$ cat src/rtl/bit_serial_pkg.sv
// Shared types and sizing helpers for the bit-serial adder.
`default_nettype none

package bit_serial_pkg;

  typedef enum logic [1:0] {
    IDLE  = 2'd0,
    SHIFT = 2'd1,
    DONE  = 2'd2
  } state_t;

  // Bit-counter width for a given operand width: $clog2(width), at least 1.
  function automatic int cnt_width(input int width);
    return (width < 2) ? 1 : $clog2(width);
  endfunction

endpackage

`default_nettype wire

$ cat src/rtl/half_adder_cell.sv
// 1-bit half-adder cell; two of these form the serial full adder.
`default_nettype none

module half_adder_cell (
  input  logic x,
  input  logic y,
  output logic s,
  output logic c
);

  assign s = x ^ y;
  assign c = x & y;

endmodule

`default_nettype wire

$ cat src/rtl/bit_serial_adder.sv
// LSB-first bit-serial adder: one bit pair per clock through two half-adder
// cells and a carry flip-flop, with registered sum/cout and a done pulse.
`default_nettype none

module bit_serial_adder
  import bit_serial_pkg::*;
#(
  parameter int WIDTH = 8
) (
  input  logic             clk,
  input  logic             rst,
  input  logic             start,
  input  logic [WIDTH-1:0] a,
  input  logic [WIDTH-1:0] b,
  output logic             busy,
  output logic             done,
  output logic [WIDTH-1:0] sum,
  output logic             cout
);

  localparam int CW = cnt_width(WIDTH);
  localparam logic [CW-1:0] LAST = CW'(WIDTH - 1);

  state_t           state;
  logic [WIDTH-1:0] a_sr;
  logic [WIDTH-1:0] b_sr;
  logic [WIDTH-1:0] res_sr;
  logic             carry;
  logic [CW-1:0]    cnt;

  logic p, g1, s_bit, g2;
  logic next_carry;
  logic [WIDTH-1:0] next_res;

  half_adder_cell u_ha1 (
    .x (a_sr[0]),
    .y (b_sr[0]),
    .s (p),
    .c (g1)
  );

  half_adder_cell u_ha2 (
    .x (p),
    .y (carry),
    .s (s_bit),
    .c (g2)
  );

  assign next_carry = g1 | g2;
  assign next_res   = {s_bit, res_sr[WIDTH-1:1]};

  always_ff @(posedge clk) begin
    if (rst) begin
      state  <= IDLE;
      a_sr   <= '0;
      b_sr   <= '0;
      res_sr <= '0;
      carry  <= 1'b0;
      cnt    <= '0;
      busy   <= 1'b0;
      done   <= 1'b0;
      sum    <= '0;
      cout   <= 1'b0;
    end else begin
      done <= 1'b0;
      case (state)
        IDLE, DONE: begin
          if (start) begin
            a_sr   <= a;
            b_sr   <= b;
            res_sr <= '0;
            carry  <= 1'b0;
            cnt    <= '0;
            busy   <= 1'b1;
            state  <= SHIFT;
          end else begin
            state <= IDLE;
          end
        end
        SHIFT: begin
          a_sr   <= a_sr >> 1;
          b_sr   <= b_sr >> 1;
          carry  <= next_carry;
          res_sr <= next_res;
          cnt    <= cnt + 1'b1;
          // Last bit: publish the result including this cycle's sum bit.
          if (cnt == LAST) begin
            sum   <= next_res;
            cout  <= next_carry;
            busy  <= 1'b0;
            done  <= 1'b1;
            state <= DONE;
          end
        end
        default: begin
          busy  <= 1'b0;
          state <= IDLE;
        end
      endcase
    end
  end

endmodule

`default_nettype wire

$ cat config.mk
export PLATFORM = sky130hd
export DESIGN_NAME = bit_serial_adder
export DESIGN_NICKNAME = d
export VERILOG_FILES = /design/src/rtl/bit_serial_pkg.sv /design/src/rtl/half_adder_cell.sv /design/src/rtl/bit_serial_adder.sv
export SDC_FILE = /design/constraint.sdc
export NUM_CORES = 1
export LEC_CHECK = 0
export ABC_CLOCK_PERIOD_IN_PS = 1290
export BUFFER_PORTS_ARGS = -buffer_cell sky130_fd_sc_hd__buf_4
export CORE_MARGIN = 3
export CORE_UTILIZATION = 35
export DETAILED_ROUTE_END_ITERATION = 8
export PLACE_DENSITY = 0.6
export SLEW_MARGIN = 20
export SYNTH_ARGS = -nofsm -noshare
export SYNTH_HDL_FRONTEND = slang
export SYNTH_SLANG_ARGS = --single-unit
$ cat constraint.sdc
create_clock -name clk -period 1.29 [get_ports clk]
set_input_delay 0.1935 -clock clk [delete_from_list [all_inputs] [get_ports clk]]
set_output_delay 0.1935 -clock clk [all_outputs]
set_load 0.05 [all_outputs]
==> impl_results.md <==
* Most frequent cell after synthesis: nand2_1
* Routed Wire Length at 3.48 mm
* R2R setup slack at -0.03 ns
* Unrepaired setup endpoints after global routing: yes
* TritonCTS sink count at 40
* Crit path kind: register to register
* Fin Clk Skew at 0.00768 ns
* Total iterations of the first detailed-routing run at 4
* Clock buffer depth at 2
* Avg WL per Cell at 12.5 µm
* Core Area at 4470 µm²
* Worst relative slew slack at 70.1%
* Min cycle time layout at 1.32 ns
* Most Crowded Layer GR: met2
* Maxcap violations at 0
* Vert. Die Dim at 75.0 µm
* Nature of the critical path endpoint: register
* Ys async rst share at 0%
* Post-synth EDFFs at 0
* Chip Width at 75.0 µm
* Power share of the combinational group at 11.5%
* Congestion Overflow GR at 0
* Violated checks: negative setup slack
* Post-synthesis sequential area ratio at 48.0%
* Clk network pwr share at 40.4%
* Drc violations at 0
* Remaining antenna violation count at 0
* Power density cells at 1300 nW/µm²
* Hold Slack at 0.150 ns
* Synth cell count leaders: nand2_1 (43), dfxtp_1 (40), a21oi_1 (23), nand3_1 (22), nor2_1 (18)
* Worst hold path class: input pin to register
* Vias in the first global route at 1298
* Worst EP arrival at 1.54 ns
* Maximum ir drop on the vdd rail at 0.533 mV
* Critical path required time at 1.52 ns
* Area share of and/or/nand/nor cells after synthesis at 25.0%
* Area Growth Syn to Fin at 28.3%
* Total CTS buffers at 5
* Startpoint types: register
* Synth Flop Type: dfxtp_1
* Internal power at 2.12 mW
* Final setup fails at 7
* First-pass GRT wire length at 5.77 mm
* Met3 Usage GRT at 3.87%
* Io pins at 30
* Worst Path Max Fanout at 5
* Flop pwr share at 48.1%
* Compound-Gate Fraction of Synth Area at 17.3%
* Port Buffers at 29
* Mean post-synth cell area at 8.55 µm²
* Gr usage total at 13.5%
* Cell taking the most area after synthesis: dfxtp_1
* Via count at 1409
* Leakage at 0.824 nW
* Synthesized instance count at 195
* Net Sw Power at 0.653 mW
* Switch share at 23.6%
* Hold_buf cts at 0
* Later-pin clock latency in the skew report at 0.29 ns
* Cell area after synthesis at 1670 µm²
* Hpwl dp at 2.17 mm
* Yosys top cell area share at 48.0%
* Initial drt markers at 103
* FF+latch area at 805 µm²
* Initial antenna violation count at 0
* Setup TNS at -0.0957 ns
* Flops & latches, synth at 40
* Xor/xnor share of the synthesized area at 0%
* Clock transition at the registers of the reported paths at 0.08 ns
* Smallest setup slack after layout at -0.0260 ns
* Met2 Use GR at 21.9%
* Area occupied by multi-input gates at 793 µm²
* Final Wtd Congestion at 0.686
* Max-slew violation count at 0
* Crit share post-route at 102%
* Initial Util at 37.3%
* Largest family of logic cells by synthesized area: simple AND/OR/NAND/NOR gates
* Nets at 247
* Post-synthesis cell type count at 22
* # H-tree levels at 2
* Largest cells by area after synthesis: dfxtp_1 (48%), nand2_1 (9.7%), a21oi_1 (6.9%), nand3_1 (6.6%), a311oi_2 (5.4%)
* Mapped Nets at 217
* Pin count of the biggest net entering global routing at 41
* Die Area at 5630 µm²
* Vias/cell at 5.07
* Row count at 24
* Worst-Margin Slew at 0.449 ns
* TritonCTS clock tree: yes
* Proportion of layout cells with a drive suffix above 1 at 32.3%
* Fmax at 0.760 GHz
* Fillers at 429
* YS warnings at 0
* Ant. Diodes at 0
* CTS Root Cell: clkbuf_8
* Mux cell area share after synthesis at 0%
* Status: finished with violations
* Adder-Cell Fraction of Synth Area at 2.70%
* Final Hold Vio Count at 0
* Met1 usage at 16.4%
==> worst max-delay path, cell delays in order (launching register included) <==
cell       delay, ns
dfxtp_2         0.34
ha_4            0.16
ha_4            0.15
nand3b_1        0.23
clkbuf_16       0.20
nand2_1         0.05
a21oi_1         0.12
==> state kept, by name, indices dropped and copies added (netlist names) <==
| register | cells |
|---|---|
| a_sr | 8 |
| b_sr | 8 |
| busy | 1 |
| carry | 1 |
| cnt | 3 |
| cout | 1 |
| done | 1 |
| res_sr | 7 |
| state | 2 |
| sum | 8 |
==> cells by family (layout without fill, tap and decap cells) <==
family / Yosys count / count (layout)
compound gates: 39 / 39
fa+ha+maj: 3 / 3
buf+inv: 18 / 49
flops: 40 / 40
simple gates: 95 / 95
==> power by group through the flow <==
stage / clock network (mW) / registers, mW / logic (mW)
after floorplan: 0 / 1.36 / 0.230
after global placement: 0 / 1.36 / 0.320
after detailed placement: 0 / 1.36 / 0.321
after CTS: 1.15 / 1.33 / 0.322
after global routing: 1.21 / 1.34 / 0.359
final: 1.12 / 1.33 / 0.320
==> placed cells by master, fill, tap and decap left out, types with 2 or more instances in the layout <==
cell / synthesis / final
nand2_2: 6 / 12
buf_12: 0 / 2
nand3_1: 22 / 22
nand2_1: 43 / 37
a311oi_2: 6 / 6
clkbuf_8: 0 / 7
dfxtp_1: 40 / 37
nand2b_1: 3 / 3
dfxtp_2: 0 / 3
a21oi_1: 23 / 22
a311oi_1: 8 / 8
nor2_1: 18 / 18
ha_4: 0 / 2
buf_4: 5 / 38
==> area by class of cell <==
| class | instances | share of cell area (%) |
|---|---|---|
| Tap cell | 52 | 3.04 |
| Clock inverter | 1 | 1.40 |
| Clock buffer | 7 | 4.50 |
| Timing Repair Buffer | 41 | 16.4 |
| Sequential cell | 40 | 37.6 |
| Multi-Input combinational cell | 137 | 37.1 |
==> through the flow <==
step           setup slack, ns  cell area [µm²]  util, %  std cells  power [mW]
6_report               -0.0260             2140     47.8        278        2.77
5_1_grt                -0.0820             2140     47.8        278        2.91
4_1_cts                 0.0229             2060     46.0        276        2.80
3_5_place_dp            0.0331             1930     43.2        268        1.68
3_3_place_gp            0.0572             1930     43.2        268        1.68
2_1_floorplan           0.0665             1670        -        195        1.59
==> timing repair <==
item,4_1_cts,5_1_grt
endpoints found under the setup margin,0,16
hold endpoints to repair,0,0
resized for setup,0,14
setup buffers,0,1
==> metal layers <==
layer  vias up  share of wire, %  wire length [µm]
met3         7               4.3               151
met2        24                46              1610
met5         -                 0                 0
met1       651                47              1640
met4         0               2.2                75
li1        727                 -                 -
==> worst paths after layout <==
| kind | depth (start not counted) | from | end |
|---|---|---|---|
| min reg2reg | 2 | sum[7] | sum[7] |
| max | 6 | cnt[0] | cout |
| max reg2reg | 6 | cnt[0] | cout |
| min | 3 | a[7] | a_sr[7] |
Power figures use the tool's default switching activity.
